==> src/rtl/fifo_drain_pkg.sv <==
// Shared types and default sizing for the FIFO burst-drain controller.
// Optional DRAIN_CHECKSUM_EN adds a per-burst XOR checksum output on fifo_drain_ctrl.
package fifo_drain_pkg;

  localparam int unsigned DefaultDataW    = 8;
  localparam int unsigned DefaultBurstLen = 4;

  typedef logic [1:0] drain_state_t;

  localparam drain_state_t IDLE  = 2'd0;
  localparam drain_state_t BURST = 2'd1;
  localparam drain_state_t DRAIN = 2'd2;
  localparam drain_state_t DONE  = 2'd3;

endpackage

==> src/rtl/drain_skid_buf.sv <==
// Two-entry in-order holding buffer between the FIFO read port and the output register.
// Callers never push when full or pop when empty.
module drain_skid_buf #(
  parameter int unsigned DATA_W = 8
) (
  input  logic              clk,
  input  logic              reset,
  input  logic              push,
  input  logic              pop,
  input  logic [DATA_W-1:0] push_data,
  output logic [DATA_W-1:0] head_data,
  output logic [1:0]        count
);

  logic [DATA_W-1:0] entry0_q, entry1_q;
  logic [1:0]        count_q;

  always_ff @(posedge clk or posedge reset) begin
    if (reset) begin
      entry0_q <= '0;
      entry1_q <= '0;
      count_q  <= 2'd0;
    end else begin
      case ({push, pop})
        2'b10: begin
          if (count_q == 2'd0) entry0_q <= push_data;
          else                 entry1_q <= push_data;
          count_q <= count_q + 2'd1;
        end
        2'b01: begin
          entry0_q <= entry1_q;
          count_q  <= count_q - 2'd1;
        end
        2'b11: begin
          // Count unchanged; the new word lands behind whatever survives the pop.
          if (count_q == 2'd1) begin
            entry0_q <= push_data;
          end else begin
            entry0_q <= entry1_q;
            entry1_q <= push_data;
          end
        end
        default: ;
      endcase
    end
  end

  assign head_data = entry0_q;
  assign count     = count_q;

endmodule

==> src/rtl/fifo_drain_ctrl.sv <==
// Drains an upstream synchronous-read FIFO in bursts into a registered valid/ready output.
// Define DRAIN_CHECKSUM_EN to add burst_csum, the XOR of the words of the last burst.
module fifo_drain_ctrl
  import fifo_drain_pkg::*;
#(
  parameter int unsigned DATA_W    = DefaultDataW,
  parameter int unsigned BURST_LEN = DefaultBurstLen
) (
  input  logic              clk,
  input  logic              reset,
  input  logic              flush,
  input  logic [DATA_W-1:0] fifo_data,
  input  logic              fifo_empty,
  input  logic              fifo_almostfull,
  output logic              fifo_r_en,
  output logic [DATA_W-1:0] out_data,
  output logic              out_valid,
  input  logic              out_ready,
  output logic              burst_done,
  output logic [3:0]        burst_cnt,
  output logic              busy
`ifdef DRAIN_CHECKSUM_EN
  ,
  output logic [DATA_W-1:0] burst_csum
`endif
);

  drain_state_t      state_q, state_d;
  logic [3:0]        reads_q, reads_d;
  logic              inflight_q;
  logic [DATA_W-1:0] out_data_q, out_data_d;
  logic              out_valid_q, out_valid_d;
  logic [3:0]        burst_cnt_q;

  logic              rd_en, out_free, out_load, skid_push, skid_pop;
  logic              enter_burst, enter_done;
  logic [1:0]        skid_count;
  logic [DATA_W-1:0] skid_head;
  logic [2:0]        pending;

  drain_skid_buf #(
    .DATA_W(DATA_W)
  ) u_skid (
    .clk      (clk),
    .reset    (reset),
    .push     (skid_push),
    .pop      (skid_pop),
    .push_data(fifo_data),
    .head_data(skid_head),
    .count    (skid_count)
  );

  // Output path: the skid head has priority; an arriving word bypasses only an empty skid.
  always_comb begin
    out_free    = !out_valid_q || out_ready;
    skid_pop    = out_free && (skid_count != 2'd0);
    skid_push   = inflight_q && !(out_free && (skid_count == 2'd0));
    out_load    = out_free && ((skid_count != 2'd0) || inflight_q);
    out_data_d  = out_data_q;
    out_valid_d = out_valid_q;
    if (out_load) begin
      out_valid_d = 1'b1;
      out_data_d  = (skid_count != 2'd0) ? skid_head : fifo_data;
    end else if (out_free) begin
      out_valid_d = 1'b0;
    end
  end

  // Words not yet in the output register must always fit in the skid.
  assign pending = {1'b0, skid_count} + {2'b00, inflight_q};
  assign rd_en   = (state_q == BURST) && !fifo_empty && (pending < 3'd2) &&
                   (reads_q < 4'(BURST_LEN));

  always_comb begin
    state_d = state_q;
    reads_d = reads_q;
    case (state_q)
      IDLE: begin
        if (!fifo_empty && (fifo_almostfull || flush)) begin
          state_d = BURST;
          reads_d = 4'd0;
        end
      end
      BURST: begin
        reads_d = reads_q + {3'b000, rd_en};
        if ((reads_d == 4'(BURST_LEN)) || (fifo_empty && (reads_q != 4'd0))) state_d = DRAIN;
      end
      DRAIN: begin
        if (!inflight_q && (skid_count == 2'd0)) state_d = DONE;
      end
      DONE:    state_d = IDLE;
      default: state_d = IDLE;
    endcase
  end

  assign enter_burst = (state_q == IDLE) && (state_d == BURST);
  assign enter_done  = (state_q == DRAIN) && (state_d == DONE);

  always_ff @(posedge clk or posedge reset) begin
    if (reset) begin
      state_q     <= IDLE;
      reads_q     <= 4'd0;
      inflight_q  <= 1'b0;
      out_data_q  <= '0;
      out_valid_q <= 1'b0;
      burst_cnt_q <= 4'd0;
    end else begin
      state_q     <= state_d;
      reads_q     <= reads_d;
      inflight_q  <= rd_en;
      out_data_q  <= out_data_d;
      out_valid_q <= out_valid_d;
      if (enter_done) burst_cnt_q <= reads_q;
    end
  end

`ifdef DRAIN_CHECKSUM_EN
  logic [DATA_W-1:0] csum_acc_q, csum_q;

  // Every word of a burst passes through the output register before DONE is reached.
  always_ff @(posedge clk or posedge reset) begin
    if (reset) begin
      csum_acc_q <= '0;
      csum_q     <= '0;
    end else begin
      if (enter_burst)   csum_acc_q <= '0;
      else if (out_load) csum_acc_q <= csum_acc_q ^ out_data_d;
      if (enter_done)    csum_q     <= csum_acc_q;
    end
  end

  assign burst_csum = csum_q;
`endif

  assign fifo_r_en  = rd_en;
  assign out_data   = out_data_q;
  assign out_valid  = out_valid_q;
  assign burst_done = (state_q == DONE);
  assign burst_cnt  = burst_cnt_q;
  assign busy       = (state_q != IDLE);

endmodule

==> config.mk <==
export PLATFORM = sky130hd
export DESIGN_NAME = fifo_drain_ctrl
export DESIGN_NICKNAME = d
export VERILOG_FILES = /design/src/rtl/fifo_drain_pkg.sv /design/src/rtl/drain_skid_buf.sv /design/src/rtl/fifo_drain_ctrl.sv
export SDC_FILE = /design/constraint.sdc
export NUM_CORES = 1
export LEC_CHECK = 0
export BUFFER_PORTS_ARGS = -buffer_cell sky130_fd_sc_hd__buf_4
export CORE_ASPECT_RATIO = 1.2
export CORE_UTILIZATION = 50
export CTS_CLUSTER_DIAMETER = 40
export DETAILED_ROUTE_END_ITERATION = 10
export PLACE_DENSITY = 0.74
export SETUP_SLACK_MARGIN = 0.4
export SYNTH_ARGS = -nofsm -noshare
export SYNTH_HDL_FRONTEND = slang
export SYNTH_SLANG_ARGS = --single-unit
==> constraint.sdc <==
create_clock -name clk -period 4.42 [get_ports clk]
set_input_delay 0.663 -clock clk [delete_from_list [all_inputs] [get_ports clk]]
set_output_delay 0.663 -clock clk [all_outputs]
set_load 0.01 [all_outputs]
# Yosys cells after proc, flatten, opt, wreduce, memory -nomap -nowiden
# Index checks and enable logic that the tools add are counted.
[word_totals]
reg_bits = 38
elab_cells = 76
inputBits = 14
[classes]
reduce_logical = 32
n_lt_le_gt_ge = 2
n_mux = 16
addsub = 4
eq_ne = 13
[op_table]
columns = ["cell", "n"]
rows = [
  ["8-bit 2-to-1 mux", 5],
  ["8-bit case mux with 3 select lines", 1],
  ["8-bit case mux with 2 select lines", 1],
  ["2-bit nonzero test", 6],
  ["1-bit logical AND", 11],
  ["2-bit == test, second input constant", 5],
  ["2-bit inequality test, second input constant", 4],
  ["2-bit case mux with 4 select lines", 1],
  ["4-bit case mux with 2 select lines", 1],
  ["2-bit by 1-bit == test with 1-bit output, second input constant", 3],
  ["2-bit 2-to-1 mux", 3],
  ["4-bit by 1-bit adder with 4-bit output", 1],
  ["4-bit by 3-bit == test with 1-bit output, second input constant", 1],
  ["1-bit zero test", 4],
  ["2-bit zero test", 2],
  ["1-bit logical OR", 4],
  ["4-bit by 3-bit < comparator with 1-bit output, second input constant", 1],
  ["4-bit 2-to-1 mux", 1],
  ["2-bit case mux with 2 select lines", 1],
  ["2-bit AND reduction", 2],
  ["4-bit nonzero test", 1],
  ["2-bit by 1-bit adder with 3-bit output", 1],
  ["3-bit by 2-bit < comparator with 1-bit output, second input constant", 1],
  ["3-bit AND reduction", 1],
  ["4 further kinds", 5],
]

# Longest topological paths before layout
# Gate-level depths: netlist of run 1.
[logic_depth]
word_depth = 11
ltp_mapped = 8
mapped_depth_nobuf = 8

# Modules after synthesis
# A second synthesis of run 1 with hierarchy kept.
[unflattened]
hier_cells = 178
area_unflattened_um2 = 1913.1
[by_module_without_submodules]
columns = ["module", "cells_per_inst", "n_inst", "seq_area_each_um2", "area_each_um2"]
rows = [
  ["fifo_drain_ctrl", 90, 1, 500.5, 973.4],
  ["drain_skid_buf", 88, 1, 450.4, 939.7],
]

# Worst setup path before layout of run 1
# OpenSTA, ideal clock, no wires.
[synth_path]
path_kind = "input-to-reg"
from = "in fifo_empty"
to = "reg state_q[0]"
slack_ps = 1697
t_arrival_ps = 2597
required_ps = 4294
stages = 7
setup_ps = 126
cell_sequence = "or4_1 -> a211oi_1 -> ha_1 -> ha_1 -> nor3_1 -> a22oi_1 -> a221o_1"
[synth_via]
elab_chain_cells = 9
elab_cells_between_ends = 12
[synth_rtl]
columns = ["element", "line_no", "source"]
rows = [
  ["start: declaration", "fifo_drain_ctrl.sv:13", "input logic fifo_empty,"],
  ["1-bit zero test", "fifo_drain_ctrl.sv:71", "assign rd_en = (state_q == BURST) && !fifo_empty && (pending < 3'd2) &&"],
  ["1-bit logical AND (3 in a row)", "fifo_drain_ctrl.sv:71", ""],
  ["named net fifo_r_en", "fifo_drain_ctrl.sv:15", "output logic fifo_r_en,"],
  ["4-bit by 1-bit adder with 4-bit output", "fifo_drain_ctrl.sv:85", "reads_d = reads_q + {3'b000, rd_en};"],
  ["4-bit by 3-bit == test with 1-bit output", "fifo_drain_ctrl.sv:86", "if ((reads_d == 4'(BURST_LEN)) || (fifo_empty && (reads_q != 4'd0))) state_d = DRAIN;"],
  ["1-bit logical OR", "fifo_drain_ctrl.sv:86", ""],
  ["2-bit 2-to-1 mux", "fifo_drain_ctrl.sv:86", ""],
  ["2-bit case mux with 4 select lines", "fifo_drain_ctrl.sv:77", "case (state_q)"],
  ["named net state_d[0]", "fifo_drain_ctrl.sv:28", "drain_state_t state_q, state_d;"],
  ["end signal: assignment", "fifo_drain_ctrl.sv:108", "state_q <= state_d;"],
  ["end: declaration", "fifo_drain_ctrl.sv:28", ""],
]
# The timed path passes the listed nets, and every way through them passes these cells.
# A chain may end at the register's enable or synchronous reset.

# Final worst setup path of run 1
[layout_path]
from = "reg reads_q[2]"
to = "reg state_q[0]"
[layout_via]
elab_chain_cells = 7
elab_cells_between_ends = 9
[layout_rtl]
columns = ["element", "line_no", "source"]
rows = [
  ["start: declaration", "fifo_drain_ctrl.sv:29", "logic [3:0] reads_q, reads_d;"],
  ["start signal: assignment", "fifo_drain_ctrl.sv:109", "reads_q <= reads_d;"],
  ["4-bit by 3-bit < comparator with 1-bit output", "fifo_drain_ctrl.sv:72", "(reads_q < 4'(BURST_LEN));"],
  ["1-bit logical AND", "fifo_drain_ctrl.sv:71", ""],
  ["4-bit by 1-bit adder with 4-bit output", "fifo_drain_ctrl.sv:85", ""],
  ["4-bit by 3-bit == test with 1-bit output", "fifo_drain_ctrl.sv:86", ""],
  ["1-bit logical OR (*)", "fifo_drain_ctrl.sv:86", ""],
  ["2-bit 2-to-1 mux (*)", "fifo_drain_ctrl.sv:86", ""],
  ["2-bit case mux with 4 select lines (*)", "fifo_drain_ctrl.sv:77", ""],
  ["named net state_d[0]", "fifo_drain_ctrl.sv:28", ""],
]
# Mark *: on every way through the listed nets, which the timed path passes. The rest lies on a longest branch.

==> results of run 1 <==
registers in the layout, summed over array words and instances (netlist names):
| signal | cells |
|---|---|
| burst_cnt | 4 |
| inflight_q | 1 |
| out_data | 8 |
| out_valid | 1 |
| reads_q | 4 |
| state_q | 2 |
| u_skid.count | 2 |
| u_skid.entry1_q | 8 |
| u_skid.head_data | 8 |
layout by cell type (no fill, tap or decap):
cell                        n
sky130_fd_sc_hd__clkbuf_1   1
sky130_fd_sc_hd__nor3b_2    1
sky130_fd_sc_hd__nand2b_1   4
sky130_fd_sc_hd__a211oi_1   1
sky130_fd_sc_hd__nand3_1    1
sky130_fd_sc_hd__a22o_1     2
sky130_fd_sc_hd__and2_1     1
sky130_fd_sc_hd__xnor2_1    2
sky130_fd_sc_hd__nand2_1    4
sky130_fd_sc_hd__a221o_1    1
sky130_fd_sc_hd__nor2_2     1
sky130_fd_sc_hd__nor2b_1    2
sky130_fd_sc_hd__ha_1       4
sky130_fd_sc_hd__a21oi_1   18
sky130_fd_sc_hd__nor2b_4    1
sky130_fd_sc_hd__buf_4     31
sky130_fd_sc_hd__inv_1      4
sky130_fd_sc_hd__nor3_1     2
sky130_fd_sc_hd__mux2i_1   17
sky130_fd_sc_hd__xor2_1     1
sky130_fd_sc_hd__a211oi_4   1
sky130_fd_sc_hd__nor2_1    19
sky130_fd_sc_hd__o21ai_0    5
sky130_fd_sc_hd__o21ba_2    1
sky130_fd_sc_hd__or4_1      2
sky130_fd_sc_hd__mux2_2    13
sky130_fd_sc_hd__a22oi_1    1
sky130_fd_sc_hd__clkinv_2   1
sky130_fd_sc_hd__o21bai_1   1
sky130_fd_sc_hd__o31a_1     1
sky130_fd_sc_hd__dfrtp_1   38
sky130_fd_sc_hd__clkbuf_8   6
sky130_fd_sc_hd__a21oi_2    1
cell families (layout without fill, tap and decap cells):
kind of cell | Yosys count | count (layout) | synth area share, %
XOR/XNOR | 3 | 3 | 1.46
buffers and inverters | 10 | 43 | 2.98
adder cells (fa/ha/maj) | 4 | 4 | 2.78
AO/OA/AOI/OAI | 33 | 33 | 11.8
flip-flops | 38 | 38 | 52.7
AND/OR/NAND/NOR | 38 | 38 | 10.7
multiplexers | 30 | 30 | 17.6
final cells by class:
class	instances	area (um^2)
Clock buffer	7	86.3
Fill cell	286	1260
Clock inverter	1	5.00
Timing Repair Buffer	31	233
Sequential cell	38	951
Inverter	4	15.0
Multi-Input combinational cell	108	798
Tap cell	37	46.3
layer usage:
layer / share of wire, % / vias up / global-route usage (%)
met5: 0 / - / 0
met4: 1.6 / 0 / 10.1
met3: 4.5 / 5 / 5.56
met2: 52 / 31 / 37.5
met1: 42 / 619 / 23.8
li1: - / 613 / -
path summary, 6_finish.rpt:
| check | cells past startpoint | end | startpoint | slack, ns |
|---|---|---|---|---|
| worst min register to register | 1 | u_skid.entry1_q[4]$_DFFE_PP0P_ | u_skid.entry1_q[4]$_DFFE_PP0P_ | 0.51 |
| max in group asynchronous | 3 | out_data[7]$_DFFE_PP0P_ | reset | 3.59 |
| worst max-delay path | 8 | state_q[0]$_DFF_PP0_ | reads_q[2]$_DFFE_PP0P_ | 1.82 |
| worst max register to register | 8 | state_q[0]$_DFF_PP0_ | reads_q[2]$_DFFE_PP0P_ | 1.82 |
| min in group clk | 1 | u_skid.entry1_q[4]$_DFFE_PP0P_ | u_skid.entry1_q[4]$_DFFE_PP0P_ | 0.51 |
| worst min-delay path | 3 | burst_cnt[3]$_DFFE_PP0P_ | reset | 0.49 |
per-stage QoR:
step | hold WS [ns] | util, % | setup WS (ns) | instance area, um^2
2_1_floorplan | 0.480 | - | 1.70 | 1800
3_3_place_gp | 0.488 | 60.2 | 1.69 | 2040
3_5_place_dp | 0.498 | 60.2 | 1.61 | 2040
4_1_cts | 0.514 | 62.9 | 1.86 | 2130
5_1_grt | 0.523 | 62.9 | 1.74 | 2130
6_report | 0.492 | 62.9 | 1.82 | 2130
where the power goes:
part	total, mW	switching (mW)	internal, mW	leakage, nW
Sequential	0.610	0.108	0.502	0.451
Combinational	0.691	0.350	0.341	0.483
Clock	0.246	0.120	0.126	0.0482
Total	1.55	0.577	0.970	0.982
critical path: cells and delay by family, from the launching register on:
family                     cells  cell delay, ns
AOI/OAI and AO/OA              3            0.77
xor gates and xnor gates       1            0.08
adders and majority gates      2            0.47
DFF                            1            0.45
and+or+nand+nor                2            0.71
==> flow_summary.toml, run 1 <==
[worst_setup_path]
type_of_element_launching_the_critical_path = "register"
critical_path.slowest_cell = "sky130_fd_sc_hd__or4_1"
timing.critical_path.slowest_cell_delay_ns = 0.54
worst-endpoint-required_ns = 4.60
critical-path-top-cell-by-count = "sky130_fd_sc_hd__ha_1"
worst_ep_arrival_time_ns = 2.78
path_max_fanout = 7
critPathKind = "register to register"
critical_path.endpoint_type = "register"
path_cells = "or4_1 -> a211oi_1 -> ha_1 -> ha_1 -> xnor2_1 -> nor3_1 -> a22oi_1 -> a221o_1"

[run_status]
violated_checks = "design-rule violations"
status = "finished, violations left"

[routing]
detailedRoute.firstIterationViolations = 53
drt_wl_total_um = 3530
first_pass_iters = 7
route.detailed.vias_per_inst = 5.61
route.antenna.remaining_nets = 0
wire_per_inst_um = 15.6
num_vias = 1268
remaining_drc_errors = 8

[cells_and_area]
design.final.nets = 206
stdcell_count = 226
post_route_cells_drive_above_1_share_pct = 30.2
final_antenna_diode_count = 0
synthToLayoutAreaGrowth_pct = 18.4

[sta]
final_critical_delay_including_setup_and_external_delays_ns = 2.60
rsz0062_at_grt = "no"
slew_headroom_pct = 44.0
max_freq_ghz = 0.384
timing.final.setup_violations = 0
finalCritPeriodShare_pct = 58.9
timing.final.hold_violations = 0
worst_slew_pin_slew_ns = 0.840
fin_skew_ns = 0.00485
final_max_slew_violation_count = 0
finalSetupTns_ns = 0

[placed_design]
numPlacedInstances = 218
io_buffer_count = 29
place.gp.congestion = 0.744
dp_hpwl_um = 2470

[synth]
cell_with_the_most_instances_after_synthesis = "sky130_fd_sc_hd__dfrtp_1"
synth_cell_type_count = 32
synth.yosys.seq_area_share_pct = 52.7
asyncSetResetFlopFracSynth_pct = 100
postSynthRegisterBits = 38
synth-edff-count = 0
post_synth_inst_count = 156
post_synth_main_area_contributors = "sky130_fd_sc_hd__dfrtp_1 (53%), sky130_fd_sc_hd__mux2i_1 (9.4%), sky130_fd_sc_hd__mux2_2 (8.1%)"
post_synthesis_mean_instance_area_um2 = 11.6
synthDominantCellAreaShare_pct = 52.7
synthesis.yosys.warnings = 0
ys.flop_type = "sky130_fd_sc_hd__dfrtp_1"
synth_largest_area_cell = "sky130_fd_sc_hd__dfrtp_1"
commonest_cells_post_synth = "sky130_fd_sc_hd__dfrtp_1 (38), sky130_fd_sc_hd__nor2_1 (19), sky130_fd_sc_hd__a21oi_1 (18)"
synth.net_count = 174
synthesis.area_um2 = 1800

[global_routing]
antenna_found_initial = 0
global_route.usage.total_pct = 21.1
wire_length_of_the_first_global_routing_pass_um = 5960
pin_count_of_the_biggest_net_entering_global_routing = 39
grt_pass1_vias = 1292
globalRoute.totalOverflow = 0

[clocking]
clk_pin_slew_ns = 0.07
tritoncts.num_buffers = 5
htree_levels = 2
insertion_delay_ns = 0.29
bufs_on_longest_clock_path = 2
cts.sinks = 38
ctsRootBufferMaster = "sky130_fd_sc_hd__clkbuf_8"
cts_hold_buf = 0
post-cts-setup-buffers = 0
tritoncts = "done"
post_cts_resize_count = 0

[floorplan]
die_height_um = 67.8
num_rows = 23
io-pin-count = 30
core_area_um2 = 3400
fp.dieArea_um2 = 3850
die_width_um = 56.8
initial_utilization_pct = 53.1

[power_and_ir_drop]
pwr_density_cell_nw_per_um2 = 725
vdd_ir_drop_max_mv = 0.443
post-layout-total-power_mw = 1.55
power.leakage_nw = 0.982

[run]
drv.max_cap_violation_count = 0

[min_path]
min-delay-path-class = "primary input to asynchronous set/reset pin"
No activity file was read; power rests on OpenSTA's default activity.
==> inputs of run 2 (changes only) <==
--- a/config.mk
+++ b/config.mk
@@ -5,6 +5,7 @@
 export SDC_FILE = /design/constraint.sdc
 export NUM_CORES = 1
 export LEC_CHECK = 0
+export ABC_AREA = 1
 export BUFFER_PORTS_ARGS = -buffer_cell sky130_fd_sc_hd__buf_4
 export CORE_ASPECT_RATIO = 1.2
 export CORE_UTILIZATION = 50
==> constraint.sdc (replaced) <==
create_clock -name clk -period 2.7 [get_ports clk]
set_input_delay 0.405 -clock clk [delete_from_list [all_inputs] [get_ports clk]]
set_output_delay 0.405 -clock clk [all_outputs]
set_load 0.01 [all_outputs]
==> flow_summary.toml, run 2 <==
[global_routing]
pin_count_of_the_biggest_net_entering_global_routing = 39
antenna_found_initial = 0
grt_pass1_vias = 1346
globalRoute.totalOverflow = 0
global_route.usage.total_pct = 19.7
wire_length_of_the_first_global_routing_pass_um = 6070

[worst_setup_path]
critical_path.reg2reg.startpoint = "state_q[1]$_DFF_PP0_"
critical_path.endpoint_type = "register"
worst-endpoint-required_ns = 2.88
worst_ep_arrival_time_ns = 2.19
critPathBufInv = 2
critical_path.slowest_cell = "sky130_fd_sc_hd__dfrtp_1"
critPathKind = "register to register"
type_of_element_launching_the_critical_path = "register"
path_cells = "inv_1 -> nand2_1 -> nor4_2 -> ha_1 -> ha_1 -> inv_1 -> nand2_1 -> nor2_1 -> nand2_1 -> nand3_1 -> nand2_1"
worst_r2r_path_depth = 11
timing.critical_path.slowest_cell_delay_ns = 0.39
path_max_fanout = 7
r2r_end = "state_q[0]$_DFF_PP0_"
r2r_setup_slack_ns = 0.69
critical-path-top-cell-by-count = "sky130_fd_sc_hd__nand2_1"
timing.critical_path.max_delay_family = "simple AND/OR/NAND/NOR gates"

[sta]
timing.final.setup_violations = 0
final_critical_delay_including_setup_and_external_delays_ns = 2.01
rsz0062_at_grt = "no"
worst_slew_pin_slew_ns = 0.502
slew_headroom_pct = 66.4
final_max_slew_violation_count = 0
finalSetupTns_ns = 0
max_freq_ghz = 0.498
timing.final.hold_violations = 0
fin_skew_ns = 0.00837
finalCritPeriodShare_pct = 74.4

[cells_and_area]
final_cell_mix = "sky130_fd_sc_hd__nand2_1 (95), sky130_fd_sc_hd__dfrtp_1 (38), sky130_fd_sc_hd__buf_4 (32)"
final_common_cell = "sky130_fd_sc_hd__nand2_1"
design.final.nets = 291
post_route_cells_drive_above_1_share_pct = 18.2
synthToLayoutAreaGrowth_pct = 19.2
final_antenna_diode_count = 0
multi_input_area_um2 = 776
stdcell_count = 326
fillerInstances = 331
layout.area.seq_um2 = 951

[clocking]
post-cts-setup-buffers = 0
ctsRootBufferMaster = "sky130_fd_sc_hd__clkbuf_8"
clk_pin_slew_ns = 0.07
htree_levels = 2
insertion_delay_ns = 0.29
cts.sinks = 38
tritoncts = "done"
tritoncts.num_buffers = 5
bufs_on_longest_clock_path = 2

[synth]
ys.flop_type = "sky130_fd_sc_hd__dfrtp_1"
synth_xor_xnor_area_share_pct = 0
post_synth_main_area_contributors = "sky130_fd_sc_hd__dfrtp_1 (50%), sky130_fd_sc_hd__nand2_1 (19%), sky130_fd_sc_hd__inv_1 (5.6%)"
yosys.area_share.adder_pct = 2.65
muxShareOfSynthArea_pct = 0
main_combinational_cell_family_by_area_after_synthesis = "simple AND/OR/NAND/NOR gates"
synth_largest_area_cell = "sky130_fd_sc_hd__dfrtp_1"
synthesis.yosys.warnings = 0
synth.net_count = 257
postSynthRegisterBits = 38
synthDominantCellAreaShare_pct = 50.4
commonest_cells_post_synth = "sky130_fd_sc_hd__nand2_1 (95), sky130_fd_sc_hd__dfrtp_1 (38), sky130_fd_sc_hd__inv_1 (28)"
synth_cell_type_count = 21
synth.yosys.seq_area_share_pct = 50.4
asyncSetResetFlopFracSynth_pct = 100
synth-simple-area-share_pct = 31.0
cell_with_the_most_instances_after_synthesis = "sky130_fd_sc_hd__nand2_1"
post_synth_inst_count = 239
synth-edff-count = 0
synthesis.area_um2 = 1890
synth-compound-area-share_pct = 7.17
post_synthesis_mean_instance_area_um2 = 7.89

[power_and_ir_drop]
pwr_density_cell_nw_per_um2 = 1160
vdd_ir_drop_max_mv = 0.626
power.leakage_nw = 1.22

[routing]
wire_per_inst_um = 11.0
first_pass_iters = 7
detailedRoute.firstIterationViolations = 56
num_vias = 1534
drt_wl_total_um = 3590
route.detailed.vias_per_inst = 4.71
route.antenna.remaining_nets = 0
remaining_drc_errors = 3

[run_status]
violated_checks = "design-rule violations"
status = "finished, violations left"

[placed_design]
place.gp.congestion = 0.897
io_buffer_count = 29
numPlacedInstances = 318
dp_hpwl_um = 2630

[floorplan]
die_width_um = 58.1
die_height_um = 69.3
initial_utilization_pct = 51.9
core_area_um2 = 3630
fp.dieArea_um2 = 4020
num_rows = 24
io-pin-count = 30

[run]
drv.max_cap_violation_count = 0

[min_path]
min-delay-path-class = "primary input to asynchronous set/reset pin"
==> run 2: changes by cell type in the layout (fill, tap and decap cells not counted), sizes merged, moves of 7 or more <==
cell,delta
mux2i,-17
a21oi,-19
inv,+27
o21ai,+7
a31oi,+8
mux2,-13
nand2,+94
nand3,+17
==> run 2: cells by family after synthesis <==
| logic type | count (synthesis) |
|---|---|
| buffers and inverters | 37 |
| adder cells (fa/ha/maj) | 4 |
| flip-flops | 38 |
| AO/OA/AOI/OAI | 24 |
| AND/OR/NAND/NOR | 136 |
==> run 2: layer usage <==
metal	track usage (%)	vias to the layer above	share of wire, %
met4	7.14	0	1.6
met2	31.2	35	48
met5	0	-	0
met1	25.1	672	45
met3	6.34	6	4.9
li1	-	821	-
==> run 2: area by class of cell <==
| cell class | instances | share of cell area (%) |
|---|---|---|
| multi-input combinational | 164 | 34.5 |
| sequential | 38 | 42.3 |
| inverter | 32 | 5.56 |
| tap | 52 | 2.89 |
| clock buffer | 7 | 3.84 |
| timing repair buffer | 32 | 10.7 |
| clock inverter | 1 | 0.223 |
==> run 2: worst max-delay path by stage <==
| stage | slack [ns] | cells past startpoint | end | startpoint |
|---|---|---|---|---|
| after floorplan | 0.58 | 11 | state_q[0]$_DFF_PP0_ | state_q[1]$_DFF_PP0_ |
| after global placement | 0.67 | 11 | state_q[0]$_DFF_PP0_ | state_q[1]$_DFF_PP0_ |
| after detailed placement | 0.62 | 11 | state_q[0]$_DFF_PP0_ | state_q[1]$_DFF_PP0_ |
| after CTS | 0.58 | 11 | state_q[0]$_DFF_PP0_ | state_q[1]$_DFF_PP0_ |
| after global routing | 0.45 | 11 | state_q[0]$_DFF_PP0_ | state_q[1]$_DFF_PP0_ |
| final | 0.69 | 11 | state_q[0]$_DFF_PP0_ | state_q[1]$_DFF_PP0_ |
==> run 2: worst min-delay path, cell delays in order <==
cell and delay, ns:
sky130_fd_sc_hd__buf_4 0.11, sky130_fd_sc_hd__inv_1 0.04, sky130_fd_sc_hd__buf_4 0.40
==> run 2: stage by stage <==
step | cell area (um^2) | util (%) | power, mW | hold WS (ns) | setup slack, ns
floorplan | 1890 | - | 1.87 | 0.449 | 0.581
global placement | 2150 | 59.2 | 2.19 | 0.462 | 0.675
detailed placement | 2150 | 59.2 | 2.22 | 0.466 | 0.619
CTS | 2240 | 61.7 | 2.63 | 0.239 | 0.579
global route | 2250 | 61.9 | 2.84 | 0.271 | 0.455
finish | 2250 | 61.9 | 2.61 | 0.220 | 0.692
==> run 2: power breakdown <==
group          internal, mW  switching [mW]  total, mW
combinational         0.494           0.738       1.23
sequential            0.827           0.149      0.976
clock                 0.206           0.194      0.399
==> run 2: repair_timing <==
action                                  CTS  global route
hold buffers                              0             0
endpoints found under the setup margin    0             2
resized for setup                         0             1
==> inputs of run 3 (changes only) <==
--- a/config.mk
+++ b/config.mk
@@ -5,7 +5,7 @@
 export SDC_FILE = /design/constraint.sdc
 export NUM_CORES = 1
 export LEC_CHECK = 0
-export ABC_AREA = 1
+export ABC_AREA = 0
 export BUFFER_PORTS_ARGS = -buffer_cell sky130_fd_sc_hd__buf_4
 export CORE_ASPECT_RATIO = 1.2
 export CORE_UTILIZATION = 50
==> constraint.sdc (replaced) <==
create_clock -name clk -period 2 [get_ports clk]
set_input_delay 0.3 -clock clk [delete_from_list [all_inputs] [get_ports clk]]
set_output_delay 0.3 -clock clk [all_outputs]
set_load 0.01 [all_outputs]
==> flow_summary.toml, run 3 (synthesis results as in run 1) <==
[run_status]
status = "finished, violations left"
violated_checks = "design-rule violations, negative setup slack"

[sta]
final_max_slew_violation_count = 0
slew_headroom_pct = 68.7
setup_ws_ns = -0.265
fin_skew_ns = 0.00613
max_freq_ghz = 0.442
finalCritPeriodShare_pct = 113
final_critical_delay_including_setup_and_external_delays_ns = 2.26
timing.final.hold_violations = 0
timing.final.setup_violations = 3
hold-worst-slack_ns = 0.126
worst_slew_pin_slew_ns = 0.469
rsz0062_at_grt = "yes"

[placed_design]
place.gp.congestion = 0.860
io_buffer_count = 29
dp_hpwl_um = 2620

[worst_setup_path]
critical_path.reg2reg.startpoint = "u_skid.count[1]$_DFFE_PP0P_"
worst_ep_arrival_time_ns = 2.44
worst_r2r_path_depth = 7
path_max_fanout = 2
r2r_setup_slack_ns = -0.26
worstSetupStartpoint = "u_skid.count[1]$_DFFE_PP0P_"
crit_path_end = "state_q[0]$_DFF_PP0_"
type_of_element_launching_the_critical_path = "register"
critical_path.endpoint_type = "register"
critPathKind = "register to register"
r2r_end = "state_q[0]$_DFF_PP0_"
worst-endpoint-required_ns = 2.17

[power_and_ir_drop]
vdd_ir_drop_max_mv = 1.02
power.leakage_nw = 1.16
pwr_density_cell_nw_per_um2 = 1650

[cells_and_area]
final_cell_mix = "sky130_fd_sc_hd__buf_4 (43), sky130_fd_sc_hd__dfrtp_1 (38), sky130_fd_sc_hd__a21oi_1 (18)"
multi_input_area_um2 = 943
synthToLayoutAreaGrowth_pct = 39.6
final_common_cell = "sky130_fd_sc_hd__buf_4"
final_antenna_diode_count = 0
fillerInstances = 231
design.final.nets = 229
post_route_cells_drive_above_1_share_pct = 44.3
final_core_util_pct = 74.1
layout.area.seq_um2 = 951

[floorplan]
initial_utilization_pct = 53.1
die_height_um = 67.8
fp.dieArea_um2 = 3850
io-pin-count = 30
num_rows = 23
die_width_um = 56.8
core_area_um2 = 3400

[clocking]
insertion_delay_ns = 0.29
clk_pin_slew_ns = 0.07
bufs_on_longest_clock_path = 2
tritoncts.num_buffers = 5
cts.sinks = 38
htree_levels = 2
cts_hold_buf = 0
ctsRootBufferMaster = "sky130_fd_sc_hd__clkbuf_8"
tritoncts = "done"

[routing]
num_vias = 1391
drt_wl_total_um = 4110
remaining_drc_errors = 2
wire_per_inst_um = 16.5
first_pass_iters = 7
route.detailed.vias_per_inst = 5.59
route.antenna.remaining_nets = 0
detailedRoute.firstIterationViolations = 54

[min_path]
min-delay-path-class = "primary input to asynchronous set/reset pin"

[global_routing]
pin_count_of_the_biggest_net_entering_global_routing = 39
wire_length_of_the_first_global_routing_pass_um = 6470
antenna_found_initial = 0
global_route.usage.total_pct = 23.0
grt_pass1_vias = 1376
globalRoute.totalOverflow = 0

[run]
drv.max_cap_violation_count = 0
-- run 3: changes by cell type in the layout (fill, tap and decap cells not counted), moves of 4 or more --
cell,change
sky130_fd_sc_hd__nand2_1,-92
sky130_fd_sc_hd__inv_1,-25
sky130_fd_sc_hd__a21oi_1,+18
sky130_fd_sc_hd__mux2i_1,+16
sky130_fd_sc_hd__nand3_1,-15
sky130_fd_sc_hd__mux2_4,+12
sky130_fd_sc_hd__buf_4,+11
sky130_fd_sc_hd__a31oi_1,-8
sky130_fd_sc_hd__buf_6,+8
sky130_fd_sc_hd__o21ai_0,-7
sky130_fd_sc_hd__ha_1,-4
sky130_fd_sc_hd__o22ai_1,-4
-- run 3: how the worst min path moves through the flow --
stage	from	endpoint	slack, ns	depth (start not counted)
after floorplan	fifo_data[0]	u_skid.entry1_q[0]$_DFFE_PP0P_	0.45	1
after global placement	reset	u_skid.entry1_q[1]$_DFFE_PP0P_	0.43	3
after detailed placement	reset	reads_q[1]$_DFFE_PP0P_	0.45	3
after CTS	reset	out_data[1]$_DFFE_PP0P_	0.14	3
after global routing	reset	state_q[1]$_DFF_PP0_	0.17	3
final	reset	u_skid.entry1_q[7]$_DFFE_PP0P_	0.13	3
-- run 3: through the flow --
step	total power [mW]	area [um^2]	worst slack [ns]	TNS [ns]	std cells
3_5_place_dp	3.20	2240	-0.348	-0.573	230
6_report	4.14	2520	-0.265	-0.458	249
4_1_cts	3.98	2440	-0.218	-0.317	245
3_3_place_gp	3.10	2240	-0.287	-0.442	230
5_1_grt	4.39	2520	-0.317	-0.604	249
2_1_floorplan	2.61	1900	-0.285	-0.415	156
-- run 3: layout make-up --
cell class	count	share of cell area [%]
well taps	37	1.84
multi-input cells	108	37.5
inverters	4	0.696
clock inverters	1	0.199
clock buffers	7	3.43
repair buffers	54	18.6
flip-flops and latches	38	37.8
-- run 3: metal layers --
layer | vias to the layer above | track usage [%] | wire, um
li1 | 654 | - | -
met1 | 699 | 25.8 | 1710
met2 | 31 | 42.9 | 2210
met3 | 7 | 4.60 | 127
met4 | 0 | 9.45 | 58
met5 | - | 0 | 0
-- run 3: critical path: stages, from the launching register on --
cell                       delay (ns)
sky130_fd_sc_hd__dfrtp_1         0.38
sky130_fd_sc_hd__or4_4           0.53
sky130_fd_sc_hd__a211oi_4        0.23
sky130_fd_sc_hd__ha_4            0.19
sky130_fd_sc_hd__ha_4            0.20
sky130_fd_sc_hd__nor3_2          0.18
sky130_fd_sc_hd__a22oi_1         0.13
sky130_fd_sc_hd__a221o_1         0.31
-- run 3: timing repair --
item	CTS	global route
pin swaps	3	4
setup buffers	6	4
gates cloned	1	0
endpoints found under the setup margin	35	35
gates resized for setup	19	9
-- run 3: power by group --
part	leakage (nW)	switching, mW	internal [mW]
clock network	0.0482	0.258	0.278
registers	0.451	0.235	1.11
logic	0.659	1.02	1.24
